==> src/rtl/ghost_mode_ctrl_pkg.sv <==
// Shared ghost AI definitions: mode codes seen by the renderers and the movement logic,
// plus the state enum whose encodings are those codes.
package ghost_mode_ctrl_pkg;

  localparam int unsigned AI_TIMER_W = 6;

  localparam logic [3:0] AI_SCATTER    = 4'd0;
  localparam logic [3:0] AI_CHASE      = 4'd1;
  localparam logic [3:0] AI_FRIGHTENED = 4'd2;
  localparam logic [3:0] AI_HOUSE      = 4'd3;
  localparam logic [3:0] AI_DEAD       = 4'd8;

  typedef enum logic [3:0] {
    ST_SCATTER    = AI_SCATTER,
    ST_CHASE      = AI_CHASE,
    ST_FRIGHTENED = AI_FRIGHTENED,
    ST_HOUSE      = AI_HOUSE,
    ST_DEAD       = AI_DEAD
  } ai_state_e;

  // Modes that a power pellet can interrupt and that are later resumed.
  function automatic logic is_sched_mode(ai_state_e s);
    return (s == ST_SCATTER) || (s == ST_CHASE);
  endfunction

endpackage

==> src/rtl/ghost_mode_ctrl_tick_prescaler.sv <==
// Divides the frame-rate enable by TICK_DIV; tick is combinational on the ce that completes a period.
// No backpressure; clr restarts the period from zero on the next clk edge.
module tick_prescaler #(
  parameter int unsigned TICK_DIV = 30
) (
  input  logic clk,
  input  logic reset,
  input  logic ce,
  input  logic clr,
  output logic tick
);

  localparam int unsigned CW = (TICK_DIV > 1) ? $clog2(TICK_DIV) : 1;
  localparam logic [CW-1:0] LAST = CW'(TICK_DIV - 1);

  logic [CW-1:0] cnt;

  assign tick = ce && (cnt == LAST);

  always_ff @(posedge clk or posedge reset) begin
    if (reset) begin
      cnt <= '0;
    end else if (clr) begin
      cnt <= '0;
    end else if (ce) begin
      cnt <= tick ? '0 : cnt + 1'b1;
    end
  end

endmodule

==> src/rtl/ghost_mode_ctrl.sv <==
// Ghost AI mode sequencer (house/scatter/chase/frightened/dead); outputs change one clk after the input.
// GHOST_SCHED_WAVES_EN enables the scatter/chase wave schedule; otherwise chase is permanent after house.
module ghost_mode_ctrl
  import ghost_mode_ctrl_pkg::*;
#(
  parameter int unsigned TICK_DIV     = 30,
  parameter int unsigned HOUSE_TIME   = 4,
  parameter int unsigned SCATTER_TIME = 14,
  parameter int unsigned CHASE_TIME   = 40,
  parameter int unsigned FRIGHT_TIME  = 12
) (
  input  logic                  clk,
  input  logic                  reset,
  input  logic                  ce,
  input  logic                  frighten,
  input  logic                  eaten,
  input  logic                  at_home,
  output logic [3:0]            aiState,
  output logic [AI_TIMER_W-1:0] aiTimer
);

  localparam logic [AI_TIMER_W-1:0] T_HOUSE   = AI_TIMER_W'(HOUSE_TIME);
  localparam logic [AI_TIMER_W-1:0] T_SCATTER = AI_TIMER_W'(SCATTER_TIME);
  localparam logic [AI_TIMER_W-1:0] T_CHASE   = AI_TIMER_W'(CHASE_TIME);
  localparam logic [AI_TIMER_W-1:0] T_FRIGHT  = AI_TIMER_W'(FRIGHT_TIME);

  ai_state_e             state_q, state_nxt;
  logic [AI_TIMER_W-1:0] timer_q, timer_nxt;
  ai_state_e             svmode_q, svmode_nxt;
  logic [AI_TIMER_W-1:0] svtimer_q, svtimer_nxt;
  logic                  tick, clr, expire, dec, chase_perm;

`ifdef GHOST_SCHED_WAVES_EN
  logic [1:0] wave_q, wave_nxt;

  assign chase_perm = (wave_q == 2'd3);

  always_ff @(posedge clk or posedge reset) begin
    if (reset) wave_q <= 2'd0;
    else       wave_q <= wave_nxt;
  end
`else
  assign chase_perm = 1'b1;
`endif

  assign expire = tick && (timer_q == '0);
  assign dec    = tick && (timer_q != '0);
  assign clr    = (state_nxt != state_q);

  tick_prescaler #(
    .TICK_DIV (TICK_DIV)
  ) u_tick_prescaler (
    .clk   (clk),
    .reset (reset),
    .ce    (ce),
    .clr   (clr),
    .tick  (tick)
  );

  always_ff @(posedge clk or posedge reset) begin
    if (reset) begin
      state_q   <= ST_HOUSE;
      timer_q   <= T_HOUSE;
      svmode_q  <= ST_SCATTER;
      svtimer_q <= '0;
    end else begin
      state_q   <= state_nxt;
      timer_q   <= timer_nxt;
      svmode_q  <= svmode_nxt;
      svtimer_q <= svtimer_nxt;
    end
  end

  always_comb begin
    state_nxt   = state_q;
    timer_nxt   = timer_q;
    svmode_nxt  = svmode_q;
    svtimer_nxt = svtimer_q;
`ifdef GHOST_SCHED_WAVES_EN
    wave_nxt    = wave_q;
`endif
    case (state_q)
      ST_HOUSE: begin
        if (expire) begin
`ifdef GHOST_SCHED_WAVES_EN
          state_nxt = ST_SCATTER;
          timer_nxt = T_SCATTER;
`else
          state_nxt = ST_CHASE;
          timer_nxt = chase_perm ? '0 : T_CHASE;
`endif
        end else if (dec) begin
          timer_nxt = timer_q - 1'b1;
        end
      end
      ST_SCATTER, ST_CHASE: begin
        if (frighten && is_sched_mode(state_q)) begin
          svmode_nxt  = state_q;
          svtimer_nxt = timer_q;
          state_nxt   = ST_FRIGHTENED;
          timer_nxt   = T_FRIGHT;
        end else if (state_q == ST_SCATTER && expire) begin
          state_nxt = ST_CHASE;
          timer_nxt = chase_perm ? '0 : T_CHASE;
        end else if (state_q == ST_CHASE && chase_perm) begin
          // Final chase: timer frozen at zero and never expires.
          timer_nxt = '0;
        end else if (expire) begin
          state_nxt = ST_SCATTER;
          timer_nxt = T_SCATTER;
`ifdef GHOST_SCHED_WAVES_EN
          wave_nxt  = wave_q + 2'd1;
`endif
        end else if (dec) begin
          timer_nxt = timer_q - 1'b1;
        end
      end
      ST_FRIGHTENED: begin
        if (eaten) begin
          state_nxt = ST_DEAD;
          timer_nxt = '0;
        end else if (frighten) begin
          timer_nxt = T_FRIGHT;
        end else if (expire) begin
          state_nxt = svmode_q;
          timer_nxt = svtimer_q;
        end else if (dec) begin
          timer_nxt = timer_q - 1'b1;
        end
      end
      ST_DEAD: begin
        timer_nxt = '0;
        if (at_home) begin
          state_nxt = svmode_q;
          timer_nxt = svtimer_q;
        end
      end
      default: begin
        state_nxt = ST_HOUSE;
        timer_nxt = T_HOUSE;
      end
    endcase
  end

  always_comb begin
    aiState = state_q;
    aiTimer = timer_q;
  end

endmodule

==> config.mk <==
export PLATFORM = sky130hd
export DESIGN_NAME = ghost_mode_ctrl
export DESIGN_NICKNAME = d
export VERILOG_FILES = /design/src/rtl/ghost_mode_ctrl_pkg.sv /design/src/rtl/ghost_mode_ctrl_tick_prescaler.sv /design/src/rtl/ghost_mode_ctrl.sv
export SDC_FILE = /design/constraint.sdc
export NUM_CORES = 1
export LEC_CHECK = 0
export BUFFER_PORTS_ARGS = -buffer_cell sky130_fd_sc_hd__buf_2
export CORE_AREA = 2 2 65 67
export DETAILED_ROUTE_END_ITERATION = 8
export DIE_AREA = 0 0 67 69
export HOLD_SLACK_MARGIN = 0.03
export PLACE_DENSITY_LB_ADDON = 0.3
export SLEW_MARGIN = 20
export SYNTH_ARGS = -nofsm -noshare
export SYNTH_HDL_FRONTEND = slang
export SYNTH_SLANG_ARGS = --single-unit
==> constraint.sdc <==
create_clock -name clk -period 2.5 [get_ports clk]
set_clock_uncertainty 0.1 [all_clocks]
set_input_delay 0.75 -clock clk [delete_from_list [all_inputs] [get_ports clk]]
set_output_delay 0.75 -clock clk [all_outputs]
set_load 0.02 [all_outputs]
==> results.toml <==
[outcome]
status = "complete, no violations"

[yosys]
netlist_area_um2 = 1490
synth_top_area_share_pct = 36.9
synth_ff_type = "dfrtp_1"
yosys_warnings = 0
synthTopCellsByArea = "dfrtp_1, dfstp_2, mux2_2"
ys_ff_latch = 25
synthCells = 160
avgSynthCellArea_um2 = 9.31
synth_cell_types = 46
synthArstFlopShare_pct = 100
ys_seq_area_share_pct = 42.2
synth.largest_area_cell = "dfrtp_1"
synth-edff-count = 0
syn_nets = 169

[global_route]
grt_max_degree = 17
grt.overflow.total = 0
grt_usage_pct = 16.8
antenna_found_initial = 0
grt_pass1_wl_um = 6130
grt_pass1_vias = 1299

[final_layout]
stdcell_count = 229
layout-drive-gt1-share_pct = 24.6
insertedDiodeCount = 0
stdcell_area_um2 = 1690
areaGrowthSynthToFinish_pct = 13.5
multi_input_area_um2 = 790
ff_latch_area_um2 = 629
nFillCells = 403
layout.nets = 189

[clocking]
post_cts_buffers = 0
h-tree-depth = 1
cts_sinks = 25
cts.path.max_buffers = 2
cts_resized = 0
cts_buffers = 3
clockRootBuffer = "clkbuf_8"
clkTransAtPathRegs_ps = 80
cts-hold-fix-buffers = 0
tritoncts = "built"
worstSkewPairLatency_ps = 270

[timing]
finalHoldViolCount = 0
slew_violations = 0
setup_violations = 0
slew_headroom_pct = 69.5
fmax_mhz = 425
fin_crit_sh_pct = 94.2
tightest_slew_ps = 457
min_period_ps = 2350

[critical_path]
slowest_delay_ps = 460
rr_startpoint = "aiTimer[1]$_DFF_PP0_"
required_ps = 2560
cp_slowest_cell = "dfrtp_1"
r2r_cells = 9
critPathMaxFanout = 7
crit_family = "simple AND/OR/NAND/NOR gates"
worst-path-buf-inv = 2
crit_path_end_kind = "register"
cp_data_arrival_time_ps = 2410
critPathLaunchType = "register"
cp_cell_sequence = "inv_1 > ha_1 > nor2b_1 > nand4bb_1 > buf_4 > o21ai_2 > and2_1 > a221o_1 > nor4_2"
regToRegEndpoint = "u_tick_prescaler.cnt[3]$_DFFE_PP0P_"
crit_type = "reg2reg"
rrSetupSlack_ps = 150

[drt]
totalWireLength_um = 3480
num_vias = 1276
firstDrtPassIters = 4
wl_per_cell_um = 15.2
ant_nets = 0
vias_per_cell = 5.57
dr.first_iter.drc_count = 127
drc = 0

[job]
cap_violations = 0

[placed_design]
io_buffers = 15
dp_cells = 225
postPlaceCellArea_um2 = 1630
dpl.hpwl_um = 2680
gp_congestion = 1.01

[floorplanning]
die-area_um2 = 4620
start_util_pct = 38.1
num_rows = 23
die_w_um = 67
io_pins = 16
core_um2 = 3910
die_h_um = 69

[power_and_ir_drop]
leakage_uw = 0.000755
power.density_nw_per_um2 = 922
ir_drop_v = 0.000344

[min_path]
hold_path.class = "in2async"
==> cells by family (layout without fill, tap and decap cells) <==
group | count (synthesis) | in the layout | synth area share [%]
simple gates | 65 | 65 | 23.9
compound gates | 34 | 34 | 15.0
flops | 25 | 25 | 42.2
buf+inv | 17 | 36 | 5.71
xor+xnor | 8 | 8 | 4.70
mux | 8 | 8 | 5.88
fa+ha+maj | 3 | 3 | 2.52
==> where the power goes <==
group / switching, uW / internal (uW)
logic: 414 / 288
clock network: 123 / 114
registers: 123 / 496
total: 661 / 898
==> synth_stat cells (2+ instances only) <==
cell type and number:
nor4_1 5, or3_1 3, nand4_1 3, dfstp_2 3, a21o_1 2, nand3_1 6
nor3_1 6, a21oi_1 6, nor2_1 9, buf_2 2, inv_2 2, dfrtp_1 22
nor2_2 2, o21ai_1 9, inv_1 8, xor2_1 3, o21ai_0 5, xnor2_1 5
clkbuf_1 2, nand2b_1 2, buf_6 2, nand2_1 15, mux2_2 5, a211oi_1 2
nor2b_1 7, mux2i_1 2, ha_1 3
==> flip-flops by register name (all words and copies together) (netlist names) <==
signal	flops
u_tick_prescaler.cnt	5
svmode_q	4
aiState	4
aiTimer	6
svtimer_q	6
==> per-stage QoR <==
stage	setup TNS (ps)	total power [uW]	hold WS, ps	util [%]	setup slack (ps)
finish	0	1560	369	43.2	146
global route	-4.81	1680	402	43.2	-4.81
CTS	0	1540	384	42.9	67.2
detailed placement	-83.8	1300	373	41.7	-83.8
global placement	0	1280	369	41.7	79.1
floorplan	0	1120	352	-	219
==> worst max path at each step <==
| stage | start | end | slack, ps | cells after the start |
|---|---|---|---|---|
| 2_1_floorplan | ce | u_tick_prescaler.cnt[3]$_DFFE_PP0P_ | 220 | 8 |
| 3_3_place_gp | eaten | u_tick_prescaler.cnt[0]$_DFFE_PP0P_ | 80 | 7 |
| 3_5_place_dp | ce | u_tick_prescaler.cnt[3]$_DFFE_PP0P_ | -80 | 8 |
| 4_1_cts | aiTimer[0]$_DFF_PP0_ | u_tick_prescaler.cnt[3]$_DFFE_PP0P_ | 70 | 9 |
| 5_1_grt | aiTimer[0]$_DFF_PP0_ | u_tick_prescaler.cnt[3]$_DFFE_PP0P_ | -5 | 9 |
| 6_report | aiTimer[1]$_DFF_PP0_ | u_tick_prescaler.cnt[3]$_DFFE_PP0P_ | 150 | 9 |
==> area by class of cell <==
cell class                      count  share of cell area, %
Sequential cell                    25                   37.2
Clock buffer                        4                   2.66
Multi-Input combinational cell    118                   46.7
Tap cell                           50                   3.70
Inverter                           10                   2.22
Timing Repair Buffer               22                   7.54
==> cells in the final DEF, fill, tap and decap left out, drive strengths merged, types with 2 or more instances in the layout <==
cell / synthesis / layout
a21oi: 7 / 7
or3: 3 / 3
nor2: 11 / 11
dfstp: 3 / 3
xor2: 3 / 3
nor2b: 7 / 7
clkbuf: 2 / 4
mux2: 6 / 6
xnor2: 5 / 5
nand3: 6 / 6
nand2: 15 / 15
a211oi: 2 / 2
a21o: 2 / 2
buf: 5 / 22
ha: 3 / 3
dfrtp: 22 / 22
nor4: 5 / 5
mux2i: 2 / 2
nand2b: 2 / 2
o21ai: 15 / 15
nand4: 4 / 4
inv: 10 / 10
nor4b: 2 / 2
nor3: 6 / 6
==> per-layer routing <==
layer	track usage [%]	routed length, um	up-vias
met4	7.48	74	0
li1	-	-	606
met1	21.9	1520	625
met3	2.94	151	9
met2	26.8	1730	36
met5	0	0	-
Note: power is estimated with default switching activity, not from simulation.
